### src/rtl/multicycle_control.sv
// Main control FSM of the multicycle CPU.
// Sequences fetch/decode/execute/memory/writeback, drives datapath selects,
// register/memory strobes and the three PC write requests. Memory accesses
// in FETCH, MEMRD and MEMWR are stretched until MemReady is high.
`timescale 1ns/1ps

module multicycle_control (
    input  logic       clk,
    input  logic       rst_n,
    input  logic [5:0] Op,
    input  logic       MemReady,
    output logic       PCWrite,
    output logic       PCWriteIfZero,
    output logic       PCWriteIfNonZero,
    output logic       IorD,
    output logic       MemRead,
    output logic       MemWrite,
    output logic       IRWrite,
    output logic       RegDst,
    output logic       MemtoReg,
    output logic       RegWrite,
    output logic       ALUSrcA,
    output logic [1:0] ALUSrcB,
    output logic [1:0] ALUOp,
    output logic [1:0] PCSource,
    output logic       IllegalOp,
    output logic [3:0] State
);

    typedef enum logic [3:0] {
        S_FETCH  = 4'd0,
        S_DECODE = 4'd1,
        S_MEMADR = 4'd2,
        S_MEMRD  = 4'd3,
        S_MEMWB  = 4'd4,
        S_MEMWR  = 4'd5,
        S_EXEC   = 4'd6,
        S_ALUWB  = 4'd7,
        S_BEQ    = 4'd8,
        S_BNE    = 4'd9,
        S_JUMP   = 4'd10,
        S_ADDIEX = 4'd11,
        S_ADDIWB = 4'd12
    } state_t;

    localparam logic [5:0] OP_RTYPE = 6'b000000;
    localparam logic [5:0] OP_LW    = 6'b100011;
    localparam logic [5:0] OP_SW    = 6'b101011;
    localparam logic [5:0] OP_BEQ   = 6'b000100;
    localparam logic [5:0] OP_BNE   = 6'b000101;
    localparam logic [5:0] OP_J     = 6'b000010;
    localparam logic [5:0] OP_ADDI  = 6'b001000;

    state_t state, state_next;

    assign State = state;

    // State register; reset aborts any instruction in flight, including memory waits.
    always_ff @(posedge clk or negedge rst_n) begin
        // NOTE: sequential state uses non-blocking assignment so every flop samples pre-edge values.
        if (!rst_n) state <= S_FETCH;
        else        state <= state_next;
    end

    // Next-state and Moore/Mealy output decode; everything is forced to 0 while in reset.
    always_comb begin
        // NOTE: every output gets a default first so no path through the case infers a latch.
        state_next       = S_FETCH;
        PCWrite          = 1'b0;
        PCWriteIfZero    = 1'b0;
        PCWriteIfNonZero = 1'b0;
        IorD             = 1'b0;
        MemRead          = 1'b0;
        MemWrite         = 1'b0;
        IRWrite          = 1'b0;
        RegDst           = 1'b0;
        MemtoReg         = 1'b0;
        RegWrite         = 1'b0;
        ALUSrcA          = 1'b0;
        ALUSrcB          = 2'b00;
        ALUOp            = 2'b00;
        PCSource         = 2'b00;
        IllegalOp        = 1'b0;

        if (rst_n) begin
            case (state)
                S_FETCH: begin
                    MemRead    = 1'b1;
                    ALUSrcB    = 2'b01;
                    IRWrite    = MemReady;
                    PCWrite    = MemReady;
                    state_next = MemReady ? S_DECODE : S_FETCH;
                end
                S_DECODE: begin
                    ALUSrcB = 2'b11;
                    case (Op)
                        OP_RTYPE:     state_next = S_EXEC;
                        OP_LW, OP_SW: state_next = S_MEMADR;
                        OP_BEQ:       state_next = S_BEQ;
                        OP_BNE:       state_next = S_BNE;
                        OP_J:         state_next = S_JUMP;
                        OP_ADDI:      state_next = S_ADDIEX;
                        default: begin
                            IllegalOp  = 1'b1;
                            state_next = S_FETCH;
                        end
                    endcase
                end
                S_MEMADR: begin
                    ALUSrcA    = 1'b1;
                    ALUSrcB    = 2'b10;
                    // Only lw/sw reach here; anything other than sw is treated as a load.
                    state_next = (Op == OP_SW) ? S_MEMWR : S_MEMRD;
                end
                S_MEMRD: begin
                    MemRead    = 1'b1;
                    IorD       = 1'b1;
                    state_next = MemReady ? S_MEMWB : S_MEMRD;
                end
                S_MEMWB: begin
                    RegWrite = 1'b1;
                    MemtoReg = 1'b1;
                end
                S_MEMWR: begin
                    MemWrite   = 1'b1;
                    IorD       = 1'b1;
                    state_next = MemReady ? S_FETCH : S_MEMWR;
                end
                S_EXEC: begin
                    ALUSrcA    = 1'b1;
                    ALUOp      = 2'b10;
                    state_next = S_ALUWB;
                end
                S_ALUWB: begin
                    RegWrite = 1'b1;
                    RegDst   = 1'b1;
                end
                S_BEQ: begin
                    ALUSrcA       = 1'b1;
                    ALUOp         = 2'b01;
                    PCSource      = 2'b01;
                    PCWriteIfZero = 1'b1;
                end
                S_BNE: begin
                    ALUSrcA          = 1'b1;
                    ALUOp            = 2'b01;
                    PCSource         = 2'b01;
                    PCWriteIfNonZero = 1'b1;
                end
                S_JUMP: begin
                    PCWrite  = 1'b1;
                    PCSource = 2'b10;
                end
                S_ADDIEX: begin
                    ALUSrcA    = 1'b1;
                    ALUSrcB    = 2'b10;
                    state_next = S_ADDIWB;
                end
                S_ADDIWB: begin
                    RegWrite = 1'b1;
                end
                // Encodings 13-15 are unreachable: all outputs 0, recover to FETCH.
                default: state_next = S_FETCH;
            endcase
        end
    end

endmodule

### config.mk
export PLATFORM = sky130hd
export DESIGN_NAME = multicycle_control
export DESIGN_NICKNAME = d
export VERILOG_FILES = /design/src/rtl/multicycle_control.sv
export SDC_FILE = /design/constraint.sdc
export NUM_CORES = 1
export LEC_CHECK = 0
export ABC_CLOCK_PERIOD_IN_PS = 1500
export BUFFER_PORTS_ARGS = -buffer_cell sky130_fd_sc_hd__buf_2
export CORE_ASPECT_RATIO = 0.8
export CORE_MARGIN = 4
export CORE_UTILIZATION = 30
export DETAILED_ROUTE_END_ITERATION = 10
export GPL_TIMING_DRIVEN = 0
export PLACE_DENSITY_LB_ADDON = 0.05
export SLEW_MARGIN = 20
export SYNTH_ARGS = -nofsm -noshare
export SYNTH_HDL_FRONTEND = slang
export SYNTH_SLANG_ARGS = --single-unit
### constraint.sdc
create_clock -name clk -period 1.5 [get_ports clk]
set_clock_uncertainty 0.05 [all_clocks]
set_input_delay 0.075 -clock clk [delete_from_list [all_inputs] [get_ports clk]]
set_output_delay 0.075 -clock clk [all_outputs]
set_load 0.05 [all_outputs]
Word-level counts from Yosys, hierarchy flattened
Cells that the tools add are included.
W data, S select, Z words.
{"block": "op_classes", "muxes": 38, "reduce_logical": 10, "eq_ne": 18}
{"operator": "$pmux W4 S7", "n": 1}
{"operator": "$mux W1", "n": 25}
{"operator": "$pmux W4 S6", "n": 1}
{"operator": "$eq A4 B4 Y1 const B", "n": 5}
{"operator": "$eq A4 B3 Y1 const B", "n": 4}
{"operator": "$eq A6 B3 Y1 const B", "n": 2}
{"operator": "$eq A6 B6 Y1 const B", "n": 2}
{"operator": "$reduce_or A2 Y1", "n": 5}
{"operator": "$mux W3", "n": 3}
{"operator": "$eq A4 B2 Y1 const B", "n": 2}
{"operator": "$pmux W2 S2", "n": 2}
{"operator": "$reduce_or A7 Y1", "n": 1}
{"operator": "$eq A6 B2 Y1 const B", "n": 1}
{"operator": "$eq A6 B4 Y1 const B", "n": 1}
{"operator": "$logic_not A6 Y1", "n": 1}
{"operator": "$mux W2", "n": 3}
{"operator": "$pmux W2 S3", "n": 1}
{"operator": "$reduce_or A5 Y1", "n": 1}
{"operator": "$eq A4 B1 Y1 const B", "n": 1}
{"operator": "$logic_not A4 Y1", "n": 1}
{"operator": "$mux W4", "n": 1}
{"operator": "$reduce_or A3 Y1", "n": 1}
{"operator": "$pmux W1 S2", "n": 1}
{"block": "word_totals", "word_cells": 67, "regBits": 4, "out_inout_bits": 22, "in_bits": 9}

Depth between registers and ports, before layout
Gate-level depths: netlist of run 1.
{"block": "depth", "ltp_word": 5, "ltp_mapped": 5, "ltp_nobuf": 4}

Least setup slack after synthesis of run 1
OpenSTA, ideal clock, no wires.
{"block": "synth_path", "kind": "reg2out", "start": "reg state[2] (netlist: State[2])", "end": "out IllegalOp", "n_path_buf": 1, "stages_incl_launch_ff": 5, "setup_slack_ns": -1.198, "t_arrival_ns": 2.573, "cell_sequence": "dfrtp_1 > clkbuf_8 > nor4b_1 > nand2_1 > a211oi_1"}
{"block": "synth_via", "elab_chain_cells": 3}
{"element": "start, declared", "line": "54", "text": "state_t state, state_next;"}
{"element": "start signal, assigned", "line": "62", "text": "else state <= state_next;"}
{"element": "$eq A4 B1 Y1", "line": "86", "text": "case (state)"}
{"element": "$mux W1", "line": "86"}
{"element": "$mux W1", "line": "85", "text": "if (rst_n) begin"}
{"element": "end, declared", "line": "26", "text": "output logic IllegalOp,"}
Every way passes these cells.

Final worst setup path of run 1
{"block": "layout_path", "start": "reg state[3] (netlist: State[3])", "end": "out MemWrite"}
{"block": "layout_via", "elab_chain_cells": 3}
{"element": "$eq A4 B3 Y1", "line": "86"}
{"element": "$mux W1", "line": "86"}
{"element": "$mux W1", "line": "85"}
{"element": "end, declared", "line": "17", "text": "output logic MemWrite,"}
Every way passes these cells.

==> impl_metrics.yaml, run 1 <==
status:
  status: "complete, but fails checks"
  violations: "setup timing"
min_path:
  min_path_type: "in -> reg"
  hold_start: "Op[4]"
synthesis:
  syn_inst: 84
  ys_seq_elements: 4
  synth_edf_count: 0
  postSynth.asyncResetShare_pct: 100.0
  ys_types: 32
  synth_area_leaders: "dfrtp_1 17%, clkbuf_8 12%, nor2_1 9.5%"
  yosys.area.top_type: "dfrtp_1"
  synth_nets: 93
  ys_seq_area_share_pct: 16.81
  syn_area_sq_um: 595.6
  syn_area_per_cell_sq_um: 7.090
  yosys_warnings: 0
  yosysTopAreaCellShare_pct: 16.81
  synth_common_cells: "15 x nor2_1, 10 x nand2_1, 6 x nor3_1, 5 x a21oi_1, 5 x clkbuf_8"
  yosysMostFrequentCell: "nor2_1"
  ys.flop_type: "dfrtp_1"
worst_setup_path:
  critPathCaptureType: "output pin"
  crit_path_start_kind: "register"
  path_cells: "clkbuf_16, or2_4, nor3_4, buf_6"
  required_ns: 1.37
  r2r_start: "State[0]"
  setup.worst_path.class: "reg -> out"
  crit_slowest_cell: "dfrtp_2"
  worst_ep_arrival_time_ns: 1.61
  worstPathMaxFanout: 7
  cp-startpoint: "State[3]"
  max_stage_delay_ns: 0.48
die:
  die_w_microns: 57.82
  die_h_microns: 47.85
  io_pins: 31
  dieArea_sq_um: 2766
  num_rows: 14
  core_sq_um: 1874
  start_util_pct: 31.78
clock_network:
  numCtsBuffers: 3
  clock_path_buffers: 2
  clkTransAtPathRegs_ns: 0.04
  cts_tree: "done"
  cts_sinks: 4
  htree_levels: 1
  root_buffer: "clkbuf_4"
  clk-insertion-delay-late_ns: 0.26
sta:
  fmax_mhz: 576.0
  min_period_ns: 1.736
  setup_slack_ns: -0.2362
  maxSlewViolCount: 0
  grt_setup_unrepaired: "true"
  hold_viol_final: 0
  setup_viol: 20
  slew_headroom_pct: 61.66
  fin_crit_sh_pct: 115.7
  worst_slew_pin_slew_ns: 0.5708
  tns_ns: -2.418
placed_design:
  numPortBuffers: 30
  finalWeightedCongestion: 0.8132
  place_area_sq_um: 975.9
  place_hpwl_mm: 1.475
  placed_cells: 138
power:
  power_leakage_uw: 0.0006116
  p_per_area_nw_per_um2: 346.2
  finalPower_uw: 530.1
  vdd_drop_max_uv: 513.8
drt:
  drtIter0Drc: 46
  dr.pass1.iters: 4
  wl_mm: 3.076
  via_per_inst: 5.799
  ant_nets: 0
  drc: 0
  wl_per_cell_microns: 18.20
  via_count: 980
final_layout:
  fill_cells: 104
  nets: 156
  largest_reg_flops: 4
  final_cell_area_sq_um: 1531
  final_cells: 169
  n_antenna_cell: 0
  drive_above_1_share_pct: 77.24
  area.growth.synth_to_final_pct: 157.1
  fin_util_pct: 81.71
grt:
  antenna_found_initial: 0
  gr-total-overflow: 0
  grt_use_total_pct: 19.74
  grt_pass1_vias: 837
  grt_pass1_wl_mm: 3.995
  grt_max_degree: 11
flow_run:
  drv.max_cap_violation_count: 0
==> layout make-up <==
class                   instances  area (sq um)  area share, %
multi-input cells              72         716.9          46.81
well taps                      24         30.03          1.961
repair buffers                 60         555.5          36.27
inverters                       2         15.01         0.9804
plain buffers                   4         86.33          5.637
clock buffers                   3         22.52          1.471
flip-flops and latches          4         105.1          6.863
==> worst max-delay path: cells and delay by family, from the launching register on <==
kind | cells | cell delay [ns]
buf+inv | 2 | 0.37
flops | 1 | 0.48
simple gates | 2 | 0.50
==> kinds of logic (layout without fill, tap and decap cells) <==
group	after synthesis	in the layout	share of synthesized area, %
flops	4	4	16.81
compound gates	21	21	25.21
simple gates	48	48	39.92
mux	1	1	1.681
xor+xnor	2	2	2.942
buf+inv	8	69	13.45
==> cell usage in the layout, fill, tap and decap left out, types with 2 or more instances in the layout <==
cell        synthesis  layout
a211o_1             2       2
a21oi_1             5       2
a21oi_2             0       2
and3_4              0       2
buf_2               0      12
buf_4               0      21
buf_6               0      19
buf_8               0       7
clkbuf_16           0       3
clkbuf_4            0       3
clkinvlp_4          0       2
dfrtp_2             0       4
nand2_1            10       6
nand2_2             0       3
nand3_1             3       2
nor2_1             15       3
nor2_4              0      11
nor2b_1             2       2
nor3_1              6       2
nor3_4              0       4
o21ai_1             0       2
or2_4               0       3
==> power by group <==
group / internal [uW] / total (uW) / leakage [uW] / switching, uW
combinational: 110 / 264 / 0.000549 / 153
clock: 90.6 / 152 / 0.0000138 / 61.2
sequential: 111 / 115 / 0.0000486 / 3.49
total: 312 / 530 / 0.000612 / 218
==> final timing paths <==
check                                end  slack [ns]  depth (start not counted)
worst max-delay path            MemWrite       -0.24                          4
worst max register to register  State[1]       -0.08                          4
worst min-delay path            State[3]        0.13                          4
max in group asynchronous       State[1]        0.86                          2
worst min register to register  State[1]        0.78                          3
min in group asynchronous       State[2]        0.34                          2
==> per-layer routing <==
layer / global-route usage, % / vias up / wire (microns) / share of wire [%]
li1: - / 435 / - / -
met1: 24.57 / 471 / 1282 / 42
met2: 33.11 / 57 / 1451 / 47
met3: 4.313 / 17 / 243 / 7.9
met4: 9.722 / 0 / 98 / 3.2
met5: 0 / - / 0 / 0
==> repair_timing <==
action	4_1_cts	5_1_grt
pin swaps	13	17
setup endpoints to repair	20	22
endpoints found under the hold margin	4	0
resized for setup	56	25
buffers inserted	23	7
hold buffers	1	0
==> through the flow <==
step	setup slack, ns	hold slack [ns]
detailed placement	-0.1877	-0.07588
finish	-0.2362	0.1325
floorplan	-0.2507	-0.2706
global placement	-0.1648	-0.08165
global route	-0.2504	0.1517
CTS	-0.2029	0.1521
Power figures use the tool's default switching activity.
==> run 2: changes to the inputs <==
--- a/config.mk
+++ b/config.mk
@@ -10,6 +10,7 @@
 export CORE_ASPECT_RATIO = 0.8
 export CORE_MARGIN = 4
 export CORE_UTILIZATION = 30
+export CTS_BUF_LIST = sky130_fd_sc_hd__clkbuf_16
 export DETAILED_ROUTE_END_ITERATION = 10
 export GPL_TIMING_DRIVEN = 0
 export PLACE_DENSITY_LB_ADDON = 0.05
==> impl_metrics.yaml, run 2 (synthesis results as in run 1) <==
power:
  p_per_area_nw_per_um2: 516.8
  power_leakage_uw: 0.0006521
  vdd_drop_max_uv: 1152
die:
  dieArea_sq_um: 2766
  core_sq_um: 1874
  die_h_microns: 47.85
  num_rows: 14
  die_w_microns: 57.82
  start_util_pct: 31.78
  io_pins: 31
clock_network:
  clkTransAtPathRegs_ns: 0.03
  root_buffer: "clkbuf_16"
  cts_tree: "done"
  clock_path_buffers: 2
  cts_sinks: 4
  numCtsBuffers: 3
  clk-insertion-delay-late_ns: 0.23
  htree_levels: 1
min_path:
  min_path_type: "in -> reg"
worst_setup_path:
  critPathCaptureType: "output pin"
  required_ns: 1.37
  setup.worst_path.class: "reg -> out"
  crit_path_start_kind: "register"
  worstPathMaxFanout: 8
  worst_ep_arrival_time_ns: 1.59
placed_design:
  numPortBuffers: 30
  place_area_sq_um: 975.9
  finalWeightedCongestion: 0.8132
  place_hpwl_mm: 1.475
status:
  violations: "setup timing"
  status: "complete, but fails checks"
grt:
  antenna_found_initial: 0
  grt_pass1_wl_mm: 3.650
  grt_use_total_pct: 17.37
  gr-total-overflow: 0
  grt_max_degree: 11
  grt_pass1_vias: 779
final_layout:
  fin_util_pct: 85.78
  area.growth.synth_to_final_pct: 170.0
  layout_common_cells: "20 x buf_4, 19 x buf_6, 12 x buf_2, 9 x nor2_4, 7 x clkbuf_16"
  layout_commonest_cell: "buf_4"
  n_antenna_cell: 0
  nets: 156
  final_cell_area_sq_um: 1608
  largest_reg_flops: 4
  drive_above_1_share_pct: 77.93
drt:
  drc: 0
  dr.pass1.iters: 4
  drtIter0Drc: 71
  via_count: 972
  via_per_inst: 5.751
  wl_mm: 3.425
  ant_nets: 0
  wl_per_cell_microns: 20.27
sta:
  worst_slew_pin_slew_ns: 0.6459
  grt_setup_unrepaired: "true"
  fin_crit_sh_pct: 114.2
  setup_slack_ns: -0.2130
  hold_viol_final: 0
  slew_headroom_pct: 56.61
  setup_viol: 20
  min_period_ns: 1.713
  maxSlewViolCount: 0
  fmax_mhz: 583.8
flow_run:
  drv.max_cap_violation_count: 0
[run 2: changes by cell type in the layout (fill, tap and decap cells not counted), sizes merged]
cell    before  now
buf         60   58
clkbuf       6    8
[run 2: worst paths after layout]
| path | start | cells after the start | end | slack, ns |
|---|---|---|---|---|
| setup / recovery | State[2] | 4 | IllegalOp | -0.21 |
| hold / removal | Op[4] | 4 | State[1] | 0.19 |
| setup reg to reg | State[1] | 4 | State[3] | -0.17 |
| hold reg to reg | State[3] | 3 | State[1] | 0.69 |
| max in group asynchronous | rst_n | 2 | State[1] | 0.80 |
| min in group asynchronous | rst_n | 2 | State[0] | 0.41 |
[run 2: repair_timing]
action	4_1_cts	5_1_grt
gates resized for setup	48	37
pin swaps	11	23
cloned	0	1
setup buffers	18	10
hold buffers	1	0
endpoints found under the hold margin	4	0
setup endpoints to repair	20	22
[run 2: worst max-delay path: stages, from the launching register on]
cell and delay, ns:
dfrtp_2 0.48, nor4b_4 0.34, nand2_1 0.16, a211oi_4 0.19, buf_6 0.19
[run 2: power by group]
part	leakage (uW)	total (uW)	switching (uW)	internal, uW
sequential	0.0000486	115	3.74	111
combinational	0.000567	293	166	128
clock	0.0000370	422	81.0	341
total	0.000652	831	250	580
[run 2: cell type report]
cell class,count,area (sq um)
flip-flops and latches,4,105.1
clock buffers,3,75.07
repair buffers,60,556.8
inverters,2,15.01
plain buffers,4,95.09
fillers,95,266.5
multi-input cells,72,730.7
well taps,24,30.03
[run 2: stage by stage]
stage	hold slack, ns	instances	TNS, ns	setup WS, ns	total power (uW)
global route	0.2385	169	-2.754	-0.2409	856.6
floorplan	-0.2706	84	-1.950	-0.2507	250.1
detailed placement	-0.07588	138	-0.9165	-0.1877	298.9
global placement	-0.08165	138	-0.7791	-0.1648	297.0
finish	0.1939	169	-1.849	-0.2130	830.9
CTS	0.1756	158	-1.106	-0.1891	769.7
[run 2: per-layer routing]
layer | wire length (microns) | global-route usage [%]
met3 | 235 | 4.313
met1 | 1381 | 23.34
met4 | 125 | 1.852
met2 | 1683 | 29.50
met5 | 0 | 0
